### src/rtl/hazard_pkg.sv
// Shared types and constants for the pipeline hazard controller.
// Pure declarations; no latency and no flow control of its own.
package hazard_pkg;

  typedef enum logic [1:0] {
    RUN    = 2'd0,
    DRAIN  = 2'd1,
    HALTED = 2'd2
  } state_t;

  localparam int REG_W       = 4;
  localparam int INSTR_W     = 16;
  localparam int HALT_DRAIN  = 3;
  localparam int DRAIN_CNT_W = 2;
  localparam int STALL_CNT_W = 16;

  localparam logic [INSTR_W-1:0] NOP_INSTR = 16'h0000;

  // Register 0 is hard-wired, so a write to it never feeds a later reader.
  function automatic logic reg_match(input logic [REG_W-1:0] src,
                                     input logic             used,
                                     input logic [REG_W-1:0] dst);
    return used && (src == dst) && (dst != '0);
  endfunction

endpackage

### src/rtl/hazard_lu_detect.sv
// Load-use compare between the ID source fields and the EX load destination.
// Purely combinational, zero latency; no flow control.
module hazard_lu_detect
  import hazard_pkg::*;
(
  input  logic [REG_W-1:0] rs_ID,
  input  logic [REG_W-1:0] rt_ID,
  input  logic             rs_used_ID,
  input  logic             rt_used_ID,
  input  logic             ld_EX,
  input  logic             we_EX,
  input  logic [REG_W-1:0] rd_EX,
  output logic             lu_hazard
);

  assign lu_hazard = ld_EX && we_EX &&
                     (reg_match(rs_ID, rs_used_ID, rd_EX) ||
                      reg_match(rt_ID, rt_used_ID, rd_EX));

endmodule

### src/rtl/hazard_ctrl.sv
// Pipeline hazard controller: freeze > branch > load-use > halt priority, outputs same-cycle combinational.
// mem_busy freezes the whole pipe and holds all state; optional stall counter under HAZ_STALL_CNT_EN.
module hazard_ctrl
  import hazard_pkg::*;
(
  input  logic                   clk,
  input  logic                   rst_n,
  input  logic [REG_W-1:0]       rs_ID,
  input  logic [REG_W-1:0]       rt_ID,
  input  logic                   rs_used_ID,
  input  logic                   rt_used_ID,
  input  logic                   ld_EX,
  input  logic                   we_EX,
  input  logic [REG_W-1:0]       rd_EX,
  input  logic                   br_taken_EX,
  input  logic                   halt_ID,
  input  logic                   mem_busy,
  output logic                   pc_we,
  output logic                   stall_IF_ID,
  output logic                   flush_IF_ID,
  output logic                   bubble_ID_EX,
  output logic                   freeze,
`ifdef HAZ_STALL_CNT_EN
  output logic [STALL_CNT_W-1:0] stall_cnt,
`endif
  output logic                   halted
);

  state_t                 state, state_nxt;
  logic [DRAIN_CNT_W-1:0] cnt, cnt_nxt;
  logic                   lu_hazard;

  hazard_lu_detect u_lu_detect (
    .rs_ID      (rs_ID),
    .rt_ID      (rt_ID),
    .rs_used_ID (rs_used_ID),
    .rt_used_ID (rt_used_ID),
    .ld_EX      (ld_EX),
    .we_EX      (we_EX),
    .rd_EX      (rd_EX),
    .lu_hazard  (lu_hazard)
  );

  always_comb begin
    pc_we        = 1'b0;
    stall_IF_ID  = 1'b0;
    flush_IF_ID  = 1'b0;
    bubble_ID_EX = 1'b0;
    freeze       = 1'b0;
    halted       = 1'b0;
    state_nxt    = state;
    cnt_nxt      = cnt;
    // Outputs are forced low while reset is held so the PC cannot move.
    if (rst_n) begin
      halted = (state == HALTED);
      if (mem_busy) begin
        freeze      = 1'b1;
        stall_IF_ID = 1'b1;
      end else begin
        case (state)
          RUN: begin
            if (br_taken_EX) begin
              pc_we        = 1'b1;
              flush_IF_ID  = 1'b1;
              bubble_ID_EX = 1'b1;
            end else if (lu_hazard) begin
              stall_IF_ID  = 1'b1;
              bubble_ID_EX = 1'b1;
            end else if (halt_ID) begin
              flush_IF_ID = 1'b1;
              state_nxt   = DRAIN;
              cnt_nxt     = DRAIN_CNT_W'(HALT_DRAIN);
            end else begin
              pc_we = 1'b1;
            end
          end
          DRAIN: begin
            flush_IF_ID = 1'b1;
            // The cycle that takes the counter to zero is the last drain cycle.
            if (cnt <= 2'd1) begin
              cnt_nxt   = '0;
              state_nxt = HALTED;
            end else begin
              cnt_nxt = cnt - 2'd1;
            end
          end
          HALTED: begin
            stall_IF_ID = 1'b1;
            freeze      = 1'b1;
          end
          default: begin
            state_nxt = RUN;
            cnt_nxt   = '0;
          end
        endcase
      end
    end
  end

  always_ff @(posedge clk or negedge rst_n) begin
    if (!rst_n) begin
      state <= RUN;
      cnt   <= '0;
    end else begin
      state <= state_nxt;
      cnt   <= cnt_nxt;
    end
  end

`ifdef HAZ_STALL_CNT_EN
  always_ff @(posedge clk or negedge rst_n) begin
    if (!rst_n) begin
      stall_cnt <= '0;
    end else if (!pc_we && (state != HALTED) && (stall_cnt != {STALL_CNT_W{1'b1}})) begin
      stall_cnt <= stall_cnt + 1'b1;
    end
  end
`endif

endmodule

### config.mk
export PLATFORM = sky130hd
export DESIGN_NAME = hazard_ctrl
export DESIGN_NICKNAME = d
export VERILOG_FILES = /design/src/rtl/hazard_pkg.sv /design/src/rtl/hazard_lu_detect.sv /design/src/rtl/hazard_ctrl.sv
export SDC_FILE = /design/constraint.sdc
export NUM_CORES = 1
export LEC_CHECK = 0
export CORE_MARGIN = 3
export CORE_UTILIZATION = 30
export CTS_CLUSTER_SIZE = 16
export DETAILED_ROUTE_END_ITERATION = 12
export PLACE_DENSITY_LB_ADDON = 0.05
export SYNTH_ARGS = -nofsm -noshare
export SYNTH_HDL_FRONTEND = slang
export SYNTH_SLANG_ARGS = --single-unit
### constraint.sdc
create_clock -name clk -period 2.5 [get_ports clk]
set_clock_uncertainty 0.1 [all_clocks]
set_input_delay 0.5 -clock clk [delete_from_list [all_inputs] [get_ports clk]]
set_output_delay 0.5 -clock clk [all_outputs]
set_load 0.03 [all_outputs]
==> metrics.txt <==
gr ovfl total 0; total power roughly 0.5 mW; Seq cells post-synth 4; Final Max Slew Viols 0; Achievable Freq 370 MHz; num ports 27; hold path cells 1; GRT Util Overall 17.3%; RSZ-0062 raised after global routing yes; DRT iter0 DRCs 18; Storage cell area 100 sq um; cell depth of the worst setup path 8; Detail Route Antenna Nets 0; leak pwr 0.425 nW; multi-input logic area 352 sq um; Die Span Y 43.2 um; initial antenna violation count 0; Post-CTS Hold Buffers 0; Vias ~570; cell area after layout 878 sq um; final setup margin -0.202 ns; post-synthesis cell type count 26; Die W 43.2 um; htree depth 1; slew at the pin closest to its max-slew limit between 0.2 and 0.3 ns; Tmin final 2.70 ns; Final Net Count 119; FP Rows 12; Tcrit/Tclk final 108%; CP top delay family simple AND/OR/NAND/NOR gates; Core Area 1200 sq um; Slowest Stage Delay on Critical Path around 0.54 ns; hold crit path type reg2reg; layout cells sized above 1 approximately two fifths; root buf cell clkbuf_4; Relative slew margins 80.2%; r2r worst-path depth 4; diodes inserted 0; number of max-cap violations 0; number of global-route vias before repair approximately 550; ys async rst share 100%; placed inst area 778 sq um; Placed Cells 105; violated checks negative setup slack; Avg Inst Size Synth 7.69 sq um; routability cong. 0.763; total negative slack -0.427 ns; Util after Layout roughly three quarters; pwr dens 564 nW/um^2; CP startpoint kind primary input; TritonRoute pass-1 iters 5; Starting Density roughly a third; Clock Sinks 4; area grow syn2layout 111%; EDFF count, synth 0; Mapped Area 415 sq um; Max Fanout on Critical Path 2; Most used DFF post-synth dfrtp_1; final setup fails 4; worst path cell trace buf_6, or4_4, nand3_4, nor4b_4, buf_4, or3b_4, a21oi_4, buf_6; Layout fillers 100; Crit. End Element output pin; Routed WL per cell 13.6 um; first-pass GRT wire length 2.35 mm; most frequent CP cell buf_6; Slowest cell on crit path or4_4; Fin. Hold Viols 0; CTS tree built; critical path type in2out; port bufs 26; Worst Path Required 1.90 ns; Vias/cell 5.14; sequential area share after synthesis 24.1%; crit path DAT about 2.1 ns; Worst-path clk slew 0.04 ns; Post-DP HPWL 1.19 mm; status complete, but fails checks; Mapped Nets 75; CTS Buf Count 3; largest net degree at the start of global routing 10; WHS 0.448 ns; Post-Syn Instances 54; pre-CTS setup slack -0.711 ns; Die ar. 1870 sq um; Routed WL 1.50 mm; CP bufs+invs 3; VDD IR max 0.309 mV; clk_lat worst skew 0.24 ns; Residual DRC 0; YS warnings 0; fin cells 110; Clock Path Buffers 2
-- flip-flops by register name, summed over array words and instances (netlist names) --
signal	cells
state	2
cnt	2
-- where the power goes --
group          total, mW  switching (mW)  internal, mW  leakage [nW]
sequential         0.140          0.0455        0.0948        0.0511
clock             0.0822          0.0284        0.0538        0.0138
combinational      0.273           0.134         0.139         0.360
total              0.495           0.208         0.287         0.425
-- repair_timing --
| item | in CTS | in global routing |
|---|---|---|
| setup endpoints to repair | 5 | 4 |
| pin swaps | 7 | 4 |
| gates resized for setup | 29 | 7 |
| buffers inserted | 1 | 1 |
-- layout make-up --
cell class	instances	share of cell area, %
Clock buffer	3	2.56
Inverter	5	2.14
Multi-Input combinational cell	44	40.0
Sequential cell	4	11.4
Tap cell	14	1.99
Timing Repair Buffer	40	41.9
-- cell usage in the layout, fill, tap and decap left out, types with 3 or more instances in the layout --
cell             netlist  layout
buf_4                  0      16
clkdlybuf4s50_1        0      12
nand2_1                6       6
buf_6                  0       5
inv_1                  5       4
nor2_1                 4       4
xnor2_1                5       4
dfrtp_1                4       4
dlymetal6s2s_1         0       4
o21a_1                 3       3
a21oi_1                4       3
clkbuf_4               0       3
-- cells in the mapped netlist (all sizes together) (2+ instances only) --
cell	number	area (sq um)
nand2	6	22.5
nor2	4	15.0
o21a	3	22.5
nand3	2	15.0
a21oi	4	20.0
and2	2	12.5
o22ai	3	18.8
nor3	3	20.0
inv	5	18.8
dfrtp	4	100
xnor2	5	43.8
-- final timing paths --
check,start,to,slack [ns]
worst max-delay path,rd_EX[3],flush_IF_ID,-0.20
worst min-delay path,state[1],state[1],0.45
worst max register to register,state[0],state[0],1.23
worst min register to register,state[1],state[1],0.45
max in group asynchronous,rst_n,cnt[0],1.70
min in group asynchronous,rst_n,cnt[1],0.48
-- worst register-to-register path: stages (launching register included) --
cell and delay (ns):
dfrtp_1 0.47, nor2_1 0.21, buf_4 0.17, a21oi_1 0.05, o31ai_2 0.18
-- kinds of logic after synthesis --
group	share of synthesized area [%]
and+or+nand+nor	31.0
AOI/OAI and AO/OA	28.9
buffers and inverters	5.42
xor gates and xnor gates	10.5
DFF	24.1
-- metal layers --
layer / vias to the layer above / share of wire [%] / GRT usage [%]
met5: - / 0 / 0
met1: 260 / 38 / 17.5
li1: 277 / - / -
met2: 26 / 55 / 31.9
met3: 2 / 6.8 / 6.78
met4: 0 / 0.47 / 5.42
Power figures use the tool's default switching activity.
